<file path="src/rtl/adc_spi_responder.sv">
// SPI responder that answers a master's start/SGL/ODD/MSBF command with a 12-bit sample.
// All SPI inputs are oversampled on clk; MISO is launched on detected SCK falls.
module adc_spi_responder #(
    parameter int   SYNC_STAGES = 2,
    parameter logic IDLE_MISO   = 1'b1
) (
    input  logic        clk,
    input  logic        reset_n,
    input  logic        adc_clk,
    input  logic        adc_cs,
    input  logic        adc_mosi,
    output logic        adc_miso,
    input  logic [11:0] sample_ch0,
    input  logic [11:0] sample_ch1,
    output logic [2:0]  last_cmd,
    output logic [15:0] conv_count,
    output logic        frame_err,
    output logic        busy
);

    localparam int DATA_W = 12;

    typedef enum logic [2:0] {IDLE, CMD, NULL_BIT, DATA, DONE} state_t;

    state_t                   state;
    logic [SYNC_STAGES-1:0]   sck_sync;
    logic [SYNC_STAGES-1:0]   cs_sync;
    logic [SYNC_STAGES-1:0]   mosi_sync;
    logic                     sck_hist;
    logic                     sck_s, cs_s, mosi_s;
    logic                     sck_rise, sck_fall;
    logic [1:0]               bit_cnt;
    logic                     cmd_sgl, cmd_odd, cmd_msbf;
    logic [3:0]               idx;
    logic                     b0_sent;
    logic                     lsb_dir;
    logic [DATA_W-1:0]        snapshot;
    logic                     load_snap;

    assign sck_s    = sck_sync[SYNC_STAGES-1];
    assign cs_s     = cs_sync[SYNC_STAGES-1];
    assign mosi_s   = mosi_sync[SYNC_STAGES-1];
    assign sck_rise = sck_s & ~sck_hist;
    assign sck_fall = ~sck_s & sck_hist;
    assign busy     = (state != IDLE);

    // The sample is frozen at the MSBF rise so a live-updating ADC cannot tear a word.
    assign load_snap = reset_n && !cs_s && (state == CMD) && sck_rise && (bit_cnt == 2'd2);

    always_ff @(posedge clk) begin
        if (load_snap) begin
            snapshot <= cmd_odd ? sample_ch1 : sample_ch0;
        end
    end

    always_ff @(posedge clk) begin
        if (!reset_n) begin
            sck_sync   <= '0;
            cs_sync    <= '1;
            mosi_sync  <= '0;
            sck_hist   <= 1'b0;
            state      <= IDLE;
            adc_miso   <= IDLE_MISO;
            last_cmd   <= 3'b000;
            conv_count <= 16'h0000;
            frame_err  <= 1'b0;
            bit_cnt    <= 2'd0;
            cmd_sgl    <= 1'b0;
            cmd_odd    <= 1'b0;
            cmd_msbf   <= 1'b0;
            idx        <= 4'd0;
            b0_sent    <= 1'b0;
            lsb_dir    <= 1'b0;
        end else begin
            sck_sync  <= {sck_sync[SYNC_STAGES-2:0], adc_clk};
            cs_sync   <= {cs_sync[SYNC_STAGES-2:0], adc_cs};
            mosi_sync <= {mosi_sync[SYNC_STAGES-2:0], adc_mosi};
            sck_hist  <= sck_s;
            frame_err <= 1'b0;

            if (cs_s) begin
                state    <= IDLE;
                adc_miso <= IDLE_MISO;
                if (state == CMD || state == NULL_BIT || state == DATA) begin
                    frame_err <= 1'b1;
                end
            end else begin
                case (state)
                    IDLE: begin
                        if (sck_rise && mosi_s) begin
                            state   <= CMD;
                            bit_cnt <= 2'd0;
                        end
                    end
                    CMD: begin
                        if (sck_rise) begin
                            bit_cnt <= bit_cnt + 2'd1;
                            case (bit_cnt)
                                2'd0:    cmd_sgl <= mosi_s;
                                2'd1:    cmd_odd <= mosi_s;
                                default: begin
                                    cmd_msbf <= mosi_s;
                                    last_cmd <= {cmd_sgl, cmd_odd, mosi_s};
                                    state    <= NULL_BIT;
                                end
                            endcase
                        end
                    end
                    NULL_BIT: begin
                        if (sck_fall) begin
                            adc_miso <= 1'b0;
                            idx      <= 4'd11;
                            b0_sent  <= 1'b0;
                            lsb_dir  <= 1'b0;
                            state    <= DATA;
                        end
                    end
                    DATA: begin
                        if (sck_fall) begin
                            if (!b0_sent) begin
                                adc_miso <= snapshot[idx];
                                if (idx == 4'd0) b0_sent <= 1'b1;
                                else             idx     <= idx - 4'd1;
                            end else if (!lsb_dir && !cmd_msbf) begin
                                // LSB-first repeat starts at B1; B0 is not resent.
                                adc_miso <= snapshot[1];
                                idx      <= 4'd2;
                                lsb_dir  <= 1'b1;
                            end else if (lsb_dir && idx != 4'd12) begin
                                adc_miso <= snapshot[idx];
                                idx      <= idx + 4'd1;
                            end else begin
                                adc_miso   <= 1'b0;
                                state      <= DONE;
                                conv_count <= conv_count + 16'd1;
                            end
                        end
                    end
                    DONE: begin
                        adc_miso <= 1'b0;
                    end
                    default: state <= IDLE;
                endcase
            end
        end
    end

endmodule

</file>
<file path="config.mk">
export PLATFORM = sky130hd
export DESIGN_NAME = adc_spi_responder
export DESIGN_NICKNAME = d
export VERILOG_FILES = /design/src/rtl/adc_spi_responder.sv
export SDC_FILE = /design/constraint.sdc
export NUM_CORES = 1
export LEC_CHECK = 0
export ABC_AREA = 1
export BUFFER_PORTS_ARGS = -buffer_cell sky130_fd_sc_hd__buf_2
export CAP_MARGIN = 20
export CORE_MARGIN = 4
export CORE_UTILIZATION = 40
export CTS_CLUSTER_SIZE = 40
export DETAILED_ROUTE_END_ITERATION = 10
export GPL_ROUTABILITY_DRIVEN = 1
export SYNTH_ARGS = -nofsm -noshare
export SYNTH_HDL_FRONTEND = slang
export SYNTH_SLANG_ARGS = --single-unit
</file>
<file path="constraint.sdc">
create_clock -name clk -period 2.25 [get_ports clk]
set_clock_uncertainty 0.2 [all_clocks]
set_input_delay 0.3375 -clock clk [delete_from_list [all_inputs] [get_ports clk]]
set_output_delay 0.3375 -clock clk [all_outputs]
set_load 0.005 [all_outputs]
</file>
**Word-level counts from Yosys, hierarchy flattened**

Cells that the tools add are included.

- Word-level logic and storage cells: 119
- Register bits: 54
- Input port bits: 29

- Muxes and demuxes: 37
- Reductions and logical operators: 32
- Bitwise logic cells: 10
- Order comparisons: 1
- Add/subtract/negate cells: 4
- Equality and inequality tests: 18

Operator list:

| cell | number |
|---|---|
| 3-bit two-way mux | 8 |
| 4-bit two-way mux | 6 |
| 4-bit AND reduction | 5 |
| 6-bit AND reduction | 3 |
| 16-bit by 1-bit adder with 16-bit output, second input constant | 1 |
| 2-bit inequality test, second input constant | 8 |
| 3-bit one-hot mux with 5 select lines | 1 |
| 1-bit two-way mux | 13 |
| 12-bit two-way mux | 1 |
| 9-bit AND reduction | 1 |
| 1-bit NOT | 8 |
| 4-bit one-hot mux with 2 select lines | 1 |
| 1-bit logical AND | 7 |
| 3-bit by 2-bit == test with 1-bit output, second input constant | 2 |
| 3-bit nonzero test | 2 |
| 4-bit by 5-bit less-than comparator with 1-bit output, second input constant | 1 |
| 4-bit by 1-bit adder with 4-bit output, second input constant | 1 |
| 1-bit binary-select mux with 4-bit select | 1 |
| 4-bit logical NOT | 1 |
| 2-bit two-way mux | 2 |
| 4-bit by 2-bit inequality test with 1-bit output, second input constant | 1 |
| 4-bit inequality test, second input constant | 1 |
| 1-bit one-hot mux with 2 select lines | 2 |
| 2-bit one-hot mux with 2 select lines | 1 |
| other kinds (18) | 24 |

**Longest topological paths before layout**

Gate-level depths: netlist of the first run.

- Depth in word-level cells: 7
- Mapped depth: 11

**Worst setup path after synthesis of the first run**

Ideal clock, no wire load.

- Path kind: register to register
- From: reg state[1]
- To: reg snapshot[0], enable pin
- Path buffers: 0
- Data arrival time: 1.270 ns
- Setup slack: 0.399 ns
- Period minus slack after synthesis: 1.851 ns
- Cell stages (with the launch flop): 6
- Cells stage by stage: dfxtp_1 nor2_1 nand2_1 inv_1 nand2_1 nor2_1

- Cells in the longest elaborated chain, start to end: 4

Ends and longest elaborated chain:

| element | line | text |
|---|---|---|
| start: declaration | 25 | `state_t state;` |
| start signal: assignment | 62 | `state <= IDLE;` |
| start signal: assignment | 82 | `state <= IDLE;` |
| start signal: assignment | 91 | `state <= CMD;` |
| 3-bit by 1-bit == test with 1-bit output | 48 | `assign load_snap = reset_n && !cs_s && (state == CMD) && sck_rise && (bit_cnt == 2'd2);` |
| 1-bit logical AND (3 in series) | 48 |  |
| net load_snap | 38 | `logic load_snap;` |
| end signal: assignment | 52 | `snapshot <= cmd_odd ? sample_ch1 : sample_ch0;` |
| end: declaration | 37 | `logic [DATA_W-1:0] snapshot;` |

The timed path passes the listed nets, and every way through them passes these cells.
A chain may end at the register's enable or synchronous reset.

**Worst setup path after layout of the first run**

- From: reg idx[1]
- To: reg conv_count[0]

- Cells in the longest elaborated chain, start to end: 4

Ends and longest elaborated chain:

| element | line | text |
|---|---|---|
| start: declaration | 34 | `logic [3:0] idx;` |
| start signal: assignment | 123 | `else idx <= idx - 4'd1;` |
| start signal: assignment | 131 | `idx <= idx + 4'd1;` |
| 4-bit inequality test | 129 | `end else if (lsb_dir && idx != 4'd12) begin` |
| 1-bit logical AND | 129 |  |
| 1-bit NOT (no line) | n/a |  |
| 6-bit AND reduction (no line) | n/a |  |
| end signal: assignment | 135 | `conv_count <= conv_count + 16'd1;` |
| end: declaration | 16 | `output logic [15:0] conv_count,` |

No other way between the ends.

==> results.toml, run 1 <==
[pwr]
pwr-share-clk = 0.393
swShare = 0.197
cellPowerDensity_nw_per_um2 = 537
comb_power_share = 0.037
p_leak_nw = 1.33
internal-power_w = 0.00138
vdd_drop_max_mv = 0.298
p_switching_w = 0.000337
seq_power_share = 0.570

[grt]
grt_pass1_wl_um = 10300
grt_pass1_vias = 2301
grt_max_degree = 21
grt.overflow.total = 0
antenna_found_initial = 0
grt_usage = 0.150

[timing]
setup_viol = 0
slew_violations = 0
relSlewSlack = 0.602
period_share = 0.909
min_period_ns = 2.04
setup_tns_ns = 0
rsz0062_at_grt = "no"
finalHoldViolations = 0
tightest_slew_ns = 0.596
max_freq_ghz = 0.489

[setup_path]
endpoint_kind = "flop"
crit_type = "reg -> reg"
ff2ff_path_depth = 9
startpoint_type = "flop"
cp_max_fo = 11
critPathArrivalTime_ns = 2.03
cp.required_ns = 2.24

[die]
die_area_um2 = 8170
die_height_um = 90.4
start_util = 0.421
core_area_um2 = 6460
pin_count = 51
dieWidth_um = 90.4
fp-row-count = 29

[worst_hold_path]
holdPathStages = 2
hold_class = "in -> reg"

[clock_network]
cts_num_sinks = 53
cts.path.max_buffers = 2
path_clk_slew_ns = 0.09
clk_latency_ns = 0.31
cts_setup_buffers = 0
cts_tree = "yes"
cts_buffers = 5
cts-root-buf = "clkbuf_8"
htreeDepth = 2

[cells_and_area]
nets = 449
final_common_cell = "nand2_1"
layout_common_cells = "81 x nand2_1, 50 x buf_2, 45 x inv_1"
regArea_um2 = 1180
layout-drive-gt1-share = 0.212
fin_area_um2 = 3200
diodes = 0
multi_input_area_um2 = 1310
final.fill_count = 649
syn_to_final_growth_pct = 17.7

[drt]
via_per_inst = 4.84
top_layer = "met4"
drt_pass1_iterations = 4
wl_met2_um = 2650
drtIter0Drc = 85
wl_um = 5790
vias = 2381
dr_wl_met3_um = 265
route.detailed.drc = 0
m1WireLength_um = 2780
antenna_left = 0
wl_per_cell_um = 11.8

[placed_design]
gp_routability_congestion = 0.854
placed_cell_area_um2 = 3060
port_buffers = 50
dp_hpwl_um = 4410

[yosys]
ys_ff_latch = 53
synth_cell_types = 30
ys_seq_area_frac = 0.435
yosysWarnings = 0
netlist_area_um2 = 2720
syn-num-nets = 393
postSynthAreaPerCell_um2 = 7.59
synthCells = 358

[run_status]
status = "finished clean"

[run]
drv_cap = 0
[what timing repair did]
| item | in CTS | in global routing |
|---|---|---|
| hold endpoints to repair | 2 | 0 |
| resized for setup | 0 | 0 |
| hold buffers | 2 | 0 |
[cells by family after synthesis]
logic type | Yosys count | share of synthesized area
muxes | 12 | 0.0497
DFF | 53 | 0.435
adders and majority gates | 6 | 0.0276
and+or+nand+nor | 167 | 0.269
xor gates and xnor gates | 10 | 0.0322
AOI/OAI and AO/OA | 54 | 0.104
buffers and inverters | 56 | 0.0829
[layout make-up]
class | instances | share of cell area
clock inverters | 1 | 0.00939
repair buffers | 58 | 0.0986
multi-input cells | 249 | 0.410
flip-flops and latches | 53 | 0.369
clock buffers | 7 | 0.0274
well taps | 77 | 0.0301
inverters | 47 | 0.0556
[per-stage QoR]
stage	utilization	std cells	total power (W)	hold WS, ns	setup slack, ns
final	0.495	492	0.00172	0.0102	0.206
after detailed placement	0.474	482	0.00106	0.202	0.206
after global placement	0.474	482	0.00106	0.193	0.268
after floorplan	-	358	0.00103	0.190	0.399
after CTS	0.495	492	0.00174	0.000476	0.174
after global routing	0.495	492	0.00179	0.0109	0.00789
[power by group through the flow]
stage,Clock (W),Combinational [W],Sequential (W)
2_1_floorplan,0,0.0000293,0.00100
4_1_cts,0.000698,0.0000640,0.000979
3_3_place_gp,0,0.0000597,0.00100
5_1_grt,0.000739,0.0000724,0.000980
3_5_place_dp,0,0.0000609,0.00100
6_report,0.000674,0.0000628,0.000979
[worst paths after layout]
path,start,slack (ns),endpoint
setup / recovery,idx[1],0.21,conv_count[0]
hold / removal,adc_cs,0.01,cs_sync[0]
setup reg to reg,idx[1],0.21,conv_count[0]
hold reg to reg,cs_sync[0],0.22,cs_sync[1]
[state kept, by name, indices dropped and copies added, names as in the netlist]
register / cells
conv_count: 16
snapshot: 12
idx: 4
last_cmd: 3
state: 3
bit_cnt: 2
cs_sync: 2
mosi_sync: 2
sck_sync: 2
adc_miso: 1
b0_sent: 1
cmd_odd: 1
cmd_sgl: 1
frame_err: 1
lsb_dir: 1
sck_hist: 1
[synthesized netlist by cell type]
cell type,instances,area [µm²]
inv_1,45,169
edfxtp_1,12,360
nand2_1,81,304
o22ai_1,2,12.5
xnor2_1,3,26.3
nor3_1,11,55.1
nor2_1,40,150
buf_4,1,7.51
mux2_2,12,135
ha_1,6,75.1
o21ai_0,16,80.1
a21oi_1,28,140
nand3_1,22,110
inv_2,1,3.75
buf_6,1,11.3
clkbuf_1,5,18.8
nand3_2,2,20.0
clkinv_2,1,5.00
nand4_2,1,12.5
nand3_4,1,17.5
o21ai_1,4,20.0
nor2_2,3,18.8
a211oi_1,3,22.5
a31oi_1,1,6.26
nand4_1,3,18.8
or2_2,2,12.5
buf_2,2,10.0
dfxtp_1,41,821
xor2_1,7,61.3
nor2_4,1,11.3
[layer usage]
metal	global-route usage	vias to the layer above
li1	-	1274
met1	0.185	1038
met2	0.258	61
met3	0.0342	8
met4	0.0536	0
met5	0	-
[critical path: stages (launching register included)]
cell,delay (ns)
dfxtp_1,0.39
inv_1,0.15
ha_1,0.21
nand3_1,0.09
nand2_1,0.14
nand3_4,0.11
nor2_4,0.17
inv_1,0.21
o21ai_0,0.19
a21oi_1,0.05
Power figures use the tool's default switching activity.
==> inputs of run 2 (changes only) <==
--- a/config.mk
+++ b/config.mk
@@ -9,10 +9,11 @@
 export BUFFER_PORTS_ARGS = -buffer_cell sky130_fd_sc_hd__buf_2
 export CAP_MARGIN = 20
 export CORE_MARGIN = 4
-export CORE_UTILIZATION = 40
+export CORE_UTILIZATION = 55
 export CTS_CLUSTER_SIZE = 40
 export DETAILED_ROUTE_END_ITERATION = 10
 export GPL_ROUTABILITY_DRIVEN = 1
+export PLACE_DENSITY = 0.79
 export SYNTH_ARGS = -nofsm -noshare
 export SYNTH_HDL_FRONTEND = slang
 export SYNTH_SLANG_ARGS = --single-unit
==> run 2 against run 1 <==
Net effect: power is 8.2% lower; design area is 1.4% lower; flip-flop and latch count stayed put; cell count is 2.0% lower; highest routed layer unchanged; global-route usage is 5.2 points higher; combinational power hardly changed; sequential power hardly changed; wire length is 1.6% lower.
==> results.toml, run 2 (synthesized netlist as in run 1, its figures left out) <==
[grt]
grt_usage = 0.202
grt_pass1_vias = 2341
grt.overflow.total = 0
grt_max_degree = 21
antenna_found_initial = 0
grt_pass1_wl_um = 10000

[timing]
setup_tns_ns = 0
setup_viol = 0
min_period_ns = 2.04
period_share = 0.905
relSlewSlack = 0.600
timing.hold.ws_ns = 0.0178
rsz0062_at_grt = "no"
tightest_slew_ns = 0.599
slew_violations = 0
finalHoldViolations = 0
worst_slack_ns = 0.213
max_freq_ghz = 0.491

[drt]
via_per_inst = 5.05
antenna_left = 0
vias = 2433
route.detailed.drc = 0
drtIter0Drc = 105
drt_pass1_iterations = 4
wl_per_cell_um = 11.8
wl_um = 5700

[die]
fp-row-count = 25
start_util = 0.571
pin_count = 51
core_area_um2 = 4750
dieWidth_um = 78.3
die_area_um2 = 6130
die_height_um = 78.3

[cells_and_area]
largest_reg_flops = 16
final.fill_count = 450
syn_to_final_growth_pct = 16.1
layout-drive-gt1-share = 0.210
diodes = 0
final_common_cell = "nand2_1"
regMostFlops = "conv_count"
top_regs = "conv_count (16), snapshot (12), idx (4)"
final_cells = 482
layout_common_cells = "81 x nand2_1, 50 x buf_2, 45 x inv_1"
nets = 449

[worst_hold_path]
hold_class = "in -> reg"

[clock_network]
cts_setup_buffers = 0
cts_num_sinks = 53
cts_buffers = 5
cts_tree = "yes"
cts_resized = 0
cts.path.max_buffers = 2
htreeDepth = 2
cts-root-buf = "clkbuf_8"
path_clk_slew_ns = 0.10
clk_latency_ns = 0.31

[run_status]
status = "finished clean"

[pwr]
finalPower_w = 0.00157
p_leak_nw = 1.31
cellPowerDensity_nw_per_um2 = 499
vdd_drop_max_mv = 0.343

[setup_path]
cp.required_ns = 2.25
startpoint_type = "flop"
endpoint_kind = "flop"
crit_type = "reg -> reg"
cp_max_fo = 11
critPathArrivalTime_ns = 2.03

[placed_design]
dp.cells = 472
dp_hpwl_um = 4470
gp_routability_congestion = 0.899
preCtsSetupSlack_ns = 0.243
port_buffers = 50

[run]
drv_cap = 0
-- run 2: final timing paths --
kind | start | end | slack, ns | depth (start not counted)
min | adc_mosi | mosi_sync[0] | 0.02 | 3
max | idx[1] | conv_count[0] | 0.21 | 9
max reg2reg | idx[1] | conv_count[0] | 0.21 | 9
min reg2reg | cs_sync[0] | cs_sync[1] | 0.22 | 1
-- run 2: where the power goes --
part           internal, W  switching (W)  total [W]
clock             0.000234       0.000299   0.000533
sequential        0.000976     0.00000272   0.000979
combinational    0.0000353      0.0000277  0.0000630
-- run 2: final cells by class --
| class | count | area [µm²] | area share |
|---|---|---|---|
| tap | 67 | 83.8 | 0.0266 |
| timing repair buffer | 58 | 315 | 0.100 |
| multi-input combinational | 249 | 1310 | 0.415 |
| clock inverter | 1 | 6.26 | 0.00198 |
| sequential | 53 | 1180 | 0.374 |
| clock buffer | 7 | 80.1 | 0.0254 |
| inverter | 47 | 178 | 0.0563 |
-- run 2: critical path: stages, from the launching register on --
cell and delay, ns:
dfxtp_1 0.40, inv_1 0.15, ha_1 0.22, nand3_1 0.09, nand2_1 0.15, nand3_4 0.11
nor2_4 0.17, inv_1 0.19, o21ai_0 0.20, a21oi_1 0.06
-- run 2: timing repair --
| action | 4_1_cts | 5_1_grt |
|---|---|---|
| endpoints found under the setup margin | 0 | 0 |
| hold buffers | 2 | 0 |
| hold endpoints to repair | 2 | 0 |
-- run 2: layer usage --
| metal | up-vias | GRT usage | wire length [µm] |
|---|---|---|---|
| li1 | 1276 | - | - |
| met1 | 1096 | 0.238 | 2520 |
| met2 | 50 | 0.363 | 2820 |
| met3 | 11 | 0.0401 | 253 |
| met4 | 0 | 0.0752 | 114 |
| met5 | - | 0 | 0 |
-- run 2: metrics by stage --
stage               area [µm²]   util
floorplan                 2720      -
global placement          3050  0.641
detailed placement        3050  0.641
CTS                       3150  0.663
global route              3150  0.663
finish                    3150  0.663
